### src/rtl/stage_2_pipe.sv
// stage_2_pipe: pipelined interval-update stage of the arithmetic encoder.
// S1 registers the scaled u/v terms plus the symbol context. S2 applies the
// COMP / non-COMP low/range update and registers the results, along with
// carry-out and degenerate-range flags. The valid/ready handshake is
// bubble-free, and at most two symbols are in flight at any time.
module stage_2_pipe #(
  parameter int RANGE_W     = 16,
  parameter int LOW_W       = 16,
  parameter int RANGE_SHIFT = 8,
  parameter int MUL_SHIFT   = 1
) (
  input  logic               clk,
  input  logic               reset,
  input  logic               in_valid,
  output logic               in_ready,
  input  logic [RANGE_W-1:0] in_uu,
  input  logic [RANGE_W-1:0] in_vv,
  input  logic [RANGE_W-1:0] in_range,
  input  logic [LOW_W-1:0]   in_low,
  input  logic [RANGE_W-1:0] in_lut_u,
  input  logic [RANGE_W-1:0] in_lut_v,
  input  logic               in_comp,
  output logic               out_valid,
  input  logic               out_ready,
  output logic [LOW_W-1:0]   out_low,
  output logic [RANGE_W-1:0] out_range,
  output logic               out_carry,
  output logic               out_error
);

  localparam int PROD_W = 2 * RANGE_W;

  // Scaled CDF term: ((rr * term) >> MUL_SHIFT) + lut, truncated to RANGE_W.
  // The product is formed at full width so that no bit is lost before the shift.
  function automatic logic [RANGE_W-1:0] scale_term(
    input logic [RANGE_W-1:0] rr,
    input logic [RANGE_W-1:0] term,
    input logic [RANGE_W-1:0] lut
  );
    logic [PROD_W-1:0] prod;
    logic [PROD_W-1:0] shifted;
    prod    = {{RANGE_W{1'b0}}, rr} * {{RANGE_W{1'b0}}, term};
    shifted = prod >> MUL_SHIFT;
    return shifted[RANGE_W-1:0] + lut;
  endfunction

  logic [RANGE_W-1:0] rr_s;
  logic [RANGE_W-1:0] u_s;
  logic [RANGE_W-1:0] v_s;
  logic               en1_s;
  logic               en2_s;

  logic               v1_r;
  logic               v2_r;
  logic [RANGE_W-1:0] u_r;
  logic [RANGE_W-1:0] v_r;
  logic [RANGE_W-1:0] range_r;
  logic [LOW_W-1:0]   low_r;
  logic               comp_r;

  logic [LOW_W:0]     low_sum_s;
  logic [LOW_W-1:0]   nxt_low_s;
  logic [RANGE_W-1:0] nxt_range_s;
  logic               nxt_carry_s;
  logic               nxt_error_s;

  // Scale range and form u/v ahead of the S1 register.
  always_comb begin
    rr_s = in_range >> RANGE_SHIFT;
    u_s  = scale_term(rr_s, in_uu, in_lut_u);
    v_s  = scale_term(rr_s, in_vv, in_lut_v);
  end

  // Handshake enables. in_ready depends on out_ready and state, but not on in_valid.
  always_comb begin
    en2_s    = ~v2_r | out_ready;
    en1_s    = ~v1_r | en2_s;
    in_ready = en1_s;
  end

  assign out_valid = v2_r;

  // S1: capture u/v and the symbol context on every input transfer.
  always_ff @(posedge clk or posedge reset) begin
    if (reset) begin
      v1_r    <= 1'b0;
      u_r     <= {RANGE_W{1'b0}};
      v_r     <= {RANGE_W{1'b0}};
      range_r <= {RANGE_W{1'b0}};
      low_r   <= {LOW_W{1'b0}};
      comp_r  <= 1'b0;
    end else if (en1_s) begin
      v1_r <= in_valid;
      if (in_valid) begin
        u_r     <= u_s;
        v_r     <= v_s;
        range_r <= in_range;
        low_r   <= in_low;
        comp_r  <= in_comp;
      end
    end
  end

  // S2 datapath: COMP path moves low and narrows range to u-v; the other path trims range by v.
  always_comb begin
    low_sum_s   = {1'b0, low_r} + (LOW_W + 1)'(range_r - u_r);
    nxt_low_s   = low_r;
    nxt_range_s = range_r;
    nxt_carry_s = 1'b0;
    nxt_error_s = 1'b0;
    if (comp_r) begin
      nxt_low_s   = low_sum_s[LOW_W-1:0];
      nxt_carry_s = low_sum_s[LOW_W];
      nxt_range_s = u_r - v_r;
      nxt_error_s = (u_r <= v_r);
    end else begin
      nxt_low_s   = low_r;
      nxt_carry_s = 1'b0;
      nxt_range_s = range_r - v_r;
      nxt_error_s = (v_r >= range_r);
    end
  end

  // S2: register results. While stalled, the outputs stay unchanged.
  always_ff @(posedge clk or posedge reset) begin
    if (reset) begin
      v2_r      <= 1'b0;
      out_low   <= {LOW_W{1'b0}};
      out_range <= {RANGE_W{1'b0}};
      out_carry <= 1'b0;
      out_error <= 1'b0;
    end else if (en2_s) begin
      v2_r <= v1_r;
      if (v1_r) begin
        out_low   <= nxt_low_s;
        out_range <= nxt_range_s;
        out_carry <= nxt_carry_s;
        out_error <= nxt_error_s;
      end
    end
  end

endmodule

### config.mk
export PLATFORM = sky130hd
export DESIGN_NAME = stage_2_pipe
export DESIGN_NICKNAME = d
export VERILOG_FILES = /design/src/rtl/stage_2_pipe.sv
export SDC_FILE = /design/constraint.sdc
export NUM_CORES = 1
export LEC_CHECK = 0
export BUFFER_PORTS_ARGS = -buffer_cell sky130_fd_sc_hd__buf_2
export CAP_MARGIN = 20
export CORE_MARGIN = 2
export CORE_UTILIZATION = 45
export DETAILED_ROUTE_END_ITERATION = 10
export PLACE_DENSITY_LB_ADDON = 0.15
export SETUP_SLACK_MARGIN = 0.05
export SKIP_CTS_REPAIR_TIMING = 1
export SLEW_MARGIN = 10
export SYNTH_ARGS = -nofsm -noshare
export SYNTH_HDL_FRONTEND = slang
export SYNTH_SLANG_ARGS = --single-unit
### constraint.sdc
create_clock -name clk -period 11.1 [get_ports clk]
set_clock_uncertainty 0.2 [all_clocks]
set_input_delay 2.22 -clock clk [delete_from_list [all_inputs] [get_ports clk]]
set_output_delay 2.22 -clock clk [all_outputs]
set_load 0.02 [all_outputs]
# Word-level counts from Yosys, hierarchy flattened
# Cells that the tools add are included.
dict set report classes {
  addsub 6
  multipliers 2
  order_cmp 2
  bitwise_logic 4
  n_mux 4
  n_reduce_logical 2
}
# cell count
set op_table {}
lappend op_table {{$mul A8 B16 Y17} 2}
lappend op_table {{$add A16 B16 Y16} 2}
lappend op_table {{$mux W16} 2}
lappend op_table {{$sub A16 B16 Y16} 2}
lappend op_table {{$add A16 B17 Y17} 1}
lappend op_table {{$sub A16 B16 Y17} 1}
lappend op_table {{$ge A16 B16 Y1} 1}
lappend op_table {{$le A16 B16 Y1} 1}
lappend op_table {{$reduce_and A2 Y1} 2}
lappend op_table {{$mux W1} 2}
lappend op_table {{$not A1 Y1} 2}
lappend op_table {{$or A1 B1 Y1} 2}
dict set report word_totals {
  inputBits 101
  out_inout_bits 36
  ff_bits 101
}

# Longest topological paths before layout
dict set report logic_depth {
  word_depth 4
  depth_mapped 26
}

# Worst setup path after synthesis
# No wires, ideal clock.
dict set report synth_timing {
  kind {input port to flip-flop}
  from {in in_range[11]}
  to {reg v_r[15]}
  cell_stages 24
  required_time_ns 10.771
  arrival_ns 7.548
  path_slack_ns 3.223
  cell_sequence {clkbuf_1 clkbuf_1 nand2_1 fa_1 fa_1 inv_1 fa_1 inv_1 fa_1 inv_1 ha_1 or3_1 or2_2 a31oi_1 xnor2_1 ha_1 and2_1 a31oi_1 o21ai_2 o41ai_2 nor2_1 a2111oi_2 xnor2_1 o21ai_1}
}
dict set report synth_between {
  elab_chain_len 2
}
# item line_no
set synth_lines {}
lappend synth_lines {{start, declared} 18} ;# input logic [RANGE_W-1:0] in_range,
lappend synth_lines {{$mul A8 B16 Y17} 42} ;# prod = {{RANGE_W{1'b0}}, rr} * {{RANGE_W{1'b0}}, term};
lappend synth_lines {{$add A16 B16 Y16} 44} ;# return shifted[RANGE_W-1:0] + lut;
lappend synth_lines {{end signal, assigned} 88} ;# v_r <= {RANGE_W{1'b0}};
lappend synth_lines {{end signal, assigned} 96} ;# v_r <= v_s;
lappend synth_lines {{end, declared} 56} ;# logic [RANGE_W-1:0] v_r;
# Every way passes these cells.
# A chain may end at the register's enable or synchronous reset.

# Worst setup path in the final report
dict set report layout_timing {
  from {in in_range[10]}
  to {reg v_r[15]}
}
# Same word-level chain as after synthesis.

==> metrics <==
status completed; Routed Wire Length 32.8 mm; Synthesis Warnings 0; ranking of synthesized cells by area fa_1 22%, dfrtp_1 18%, ha_1 12%; Slew Limit Fails 0; Multi-input gate area 10300 um2; Util after Layout 0.500; Placed Cells 2048; clock share of power 0.071; CTS tree done; Vias/cell 5.19; mapped cell area 13900 um2; starting density of the core 0.455; global route overflow 0; peak supply drop 144 uV; clk sinks 101; final hold vios 0; Slowest cell on crit path fa_1; Reg power frac 0.127; TNS Setup 0 ps; area grow syn2layout 10.0%; Syn Inst Count 1555; initial antenna violation count 2; root buffer cell clkbuf_16; distinct cell type count after synthesis 64; die area 32200 um2; FILL cells 2995; number of global-route vias before repair 10800; WHS Endpoint out_low[3]; crit path capture type register; PwrDens 322 nW/um2; Yosys reg bits 101; Worst path most repeated cell fa_1; Worst setup SP type primary input; largest area contributor in the netlist fa_1; Residual DRC 0; # setup viols final 0; reg2reg start range_r[1]; die span in y 180 um; Initial DRC Count 393; Synth Flop Type dfrtp_1; Worst EP arrival 7920 ps; fin nets 2047; register area share after synthesis 0.182; min Tclk post-route 7900 ps; area occupied by registers 2530 um2; Antenna Nets Post-Route 0; DR WL/cell 15.9 um; dpl hpwl 26.8 mm; clk_lat worst skew 350 ps; clock slew at reported path FFs 70 ps; PortBufs 136; asr flop ratio synth 1.00; Yosys top cell area share 0.219; Worst EP required 11120 ps; unrepaired setup endpoints after global routing false; R2R depth 13; syn_area_per_cell 8.92 um2; via count 10700; GPL Wtd Cong 0.895; EDFF count, synth 0; Logic pwr share 0.802; crit path cell chain buf_2 -> nand2_1 -> fa_1 -> fa_1 -> inv_1 -> fa_1 -> inv_1 -> fa_1 -> inv_1 -> ha_1 -> or3_1 -> or2_2 -> a31oi_1 -> xnor2_1 -> ha_1 -> and2_1 -> a31oi_1 -> o21ai_2 -> o41ai_2 -> nor2_1 -> a2111oi_2 -> xnor2_1 -> o21ai_1; die extent in x 180 um; Cell Int Power 2.47 mW; cell row count 64; fmax 0.127 GHz; crit-path max FO 31; Rel. slew slack 0.550; drt pass-1 iters 5; core box area 30500 um2; Worst R2R Setup Slack 7330 ps; Worst R2R End out_low[15]; CP max stage delay 550 ps; Leakage 7.63 nW; hold depth 2; final cell count without fillers 2064; Hold WC Path Type register to register; Hold Path Origin out_low[3]; Worst Tran Pin Value 671 ps; Max Buffers Root-to-Sink 2; Synth Net Count 1939; layout cells sized above 1 0.129; I/O pins 137; H-tree depth 3; diode count 0; Total GRT Usage 0.207; largest net degree at the start of global routing 54; first-pass GRT wire length 54.4 mm; Setup CP Type primary input to register; maxcap violations 0; Switching Power 2.45 mW; CTS buffer count 9; Overall Power 4.92 mW; Sw Share 0.498; post-route clock period utilization 0.712
## cells in the mapped netlist, types with 3 or more instances
| library cell | n |
|---|---|
| a21o_1 | 25 |
| o41ai_1 | 5 |
| clkbuf_1 | 40 |
| o211ai_1 | 3 |
| or3_1 | 8 |
| nor4_1 | 3 |
| xor2_1 | 38 |
| o2111ai_1 | 3 |
| nand3_1 | 15 |
| a31oi_1 | 14 |
| nand4_1 | 6 |
| nor2_1 | 73 |
| mux2i_1 | 10 |
| nand2_1 | 128 |
| a21oi_1 | 54 |
| o21bai_1 | 9 |
| o21a_1 | 18 |
| a211oi_1 | 12 |
| and3_1 | 13 |
| nor2b_1 | 11 |
| inv_1 | 241 |
| xnor2_1 | 68 |
| dfrtp_1 | 101 |
| mux2_2 | 40 |
| fa_1 | 152 |
| o21ai_1 | 5 |
| o21ai_0 | 76 |
| nor3_1 | 21 |
| buf_1 | 3 |
| o22ai_1 | 3 |
| ha_1 | 131 |
| nand2b_1 | 14 |
| o31ai_1 | 5 |
| or2_2 | 6 |
| and2_1 | 163 |
## sequential cells by signal, summed over array words and instances (netlist names)
signal,count
low_r,16
out_low,16
out_range,16
range_r,16
u_r,16
v_r,16
comp_r,1
out_carry,1
out_error,1
out_valid,1
v1_r,1
## cells in the final DEF, fill, tap and decap left out, types with 4 or more instances in the layout
master | Yosys | routed
mux2_2 | 40 | 40
nor2_1 | 73 | 73
nand4_1 | 6 | 6
clkbuf_16 | 0 | 9
inv_1 | 241 | 240
and3_1 | 13 | 13
xnor2_1 | 68 | 68
o21ai_0 | 76 | 76
nand2_1 | 128 | 127
buf_4 | 0 | 4
nand2b_1 | 14 | 14
nand3_1 | 15 | 15
and2_1 | 163 | 163
a211oi_1 | 12 | 12
nor3_1 | 21 | 21
o21bai_1 | 9 | 9
or3_1 | 8 | 8
ha_1 | 131 | 131
a21oi_1 | 54 | 54
xor2_1 | 38 | 38
o41ai_1 | 5 | 5
dfrtp_1 | 101 | 101
fa_1 | 152 | 152
nor2b_1 | 11 | 11
o21a_1 | 18 | 18
or2_2 | 6 | 6
o31ai_1 | 5 | 5
o21ai_1 | 5 | 5
a31oi_1 | 14 | 14
a21o_1 | 25 | 25
mux2i_1 | 10 | 10
buf_2 | 0 | 136
## cell type report
| cell class | instances | share of cell area |
|---|---|---|
| Clock buffer | 11 | 0.0166 |
| Tap cell | 396 | 0.0325 |
| Timing Repair Buffer | 140 | 0.0466 |
| Sequential cell | 101 | 0.166 |
| Clock inverter | 5 | 0.00541 |
| Inverter | 242 | 0.0597 |
| Multi-Input combinational cell | 1169 | 0.674 |
## through the flow
step           area (um2)  worst slack (ps)  hold slack (ps)
2_1_floorplan       13900              3220              249
3_3_place_gp        14900              2900              258
3_5_place_dp        14900              2860              266
4_1_cts             15300              3220              281
5_1_grt             15300              2910              306
6_report            15300              3200              272
## how the worst max path moves through the flow
stage | start | end | slack [ps] | cells past startpoint
floorplan | in_range[11] | v_r[15] | 3220 | 24
global placement | in_range[10] | v_r[15] | 2900 | 23
detailed placement | in_range[10] | v_r[15] | 2860 | 23
CTS | in_range[10] | v_r[15] | 3220 | 23
global route | in_range[10] | v_r[15] | 2910 | 23
finish | in_range[10] | v_r[15] | 3200 | 23
## layer usage
layer,routed length (um),share of wire,track usage,up-vias
met2,16100,0.49,0.358,198
li1,-,-,-,5270
met3,1110,0.034,0.0247,37
met5,27,0.00082,0,-
met4,644,0.020,0.0566,4
met1,15000,0.46,0.274,5211
## cell families after synthesis
group | count (synthesis) | synth area share
fa+ha+maj | 283 | 0.338
simple gates | 468 | 0.173
flops | 101 | 0.182
xor+xnor | 106 | 0.0669
buf+inv | 285 | 0.0771
compound gates | 262 | 0.124
mux | 50 | 0.0397
## critical path: cells and delay by family
| kind | cells | cell delay [ps] |
|---|---|---|
| AO/OA/AOI/OAI | 6 | 1210 |
| adder cells (fa/ha/maj) | 6 | 2520 |
| XOR/XNOR | 2 | 300 |
| AND/OR/NAND/NOR | 5 | 1110 |
| buffers and inverters | 4 | 540 |
## power by group through the flow
stage               clock, mW  combinational, mW  sequential [mW]
floorplan                   0               3.04            0.669
finish                  0.351               3.95            0.623
global placement            0               3.89            0.633
CTS                     0.359               3.97            0.628
detailed placement          0               3.94            0.635
global route            0.374               4.46            0.646
(Power assumes the default switching activity.)
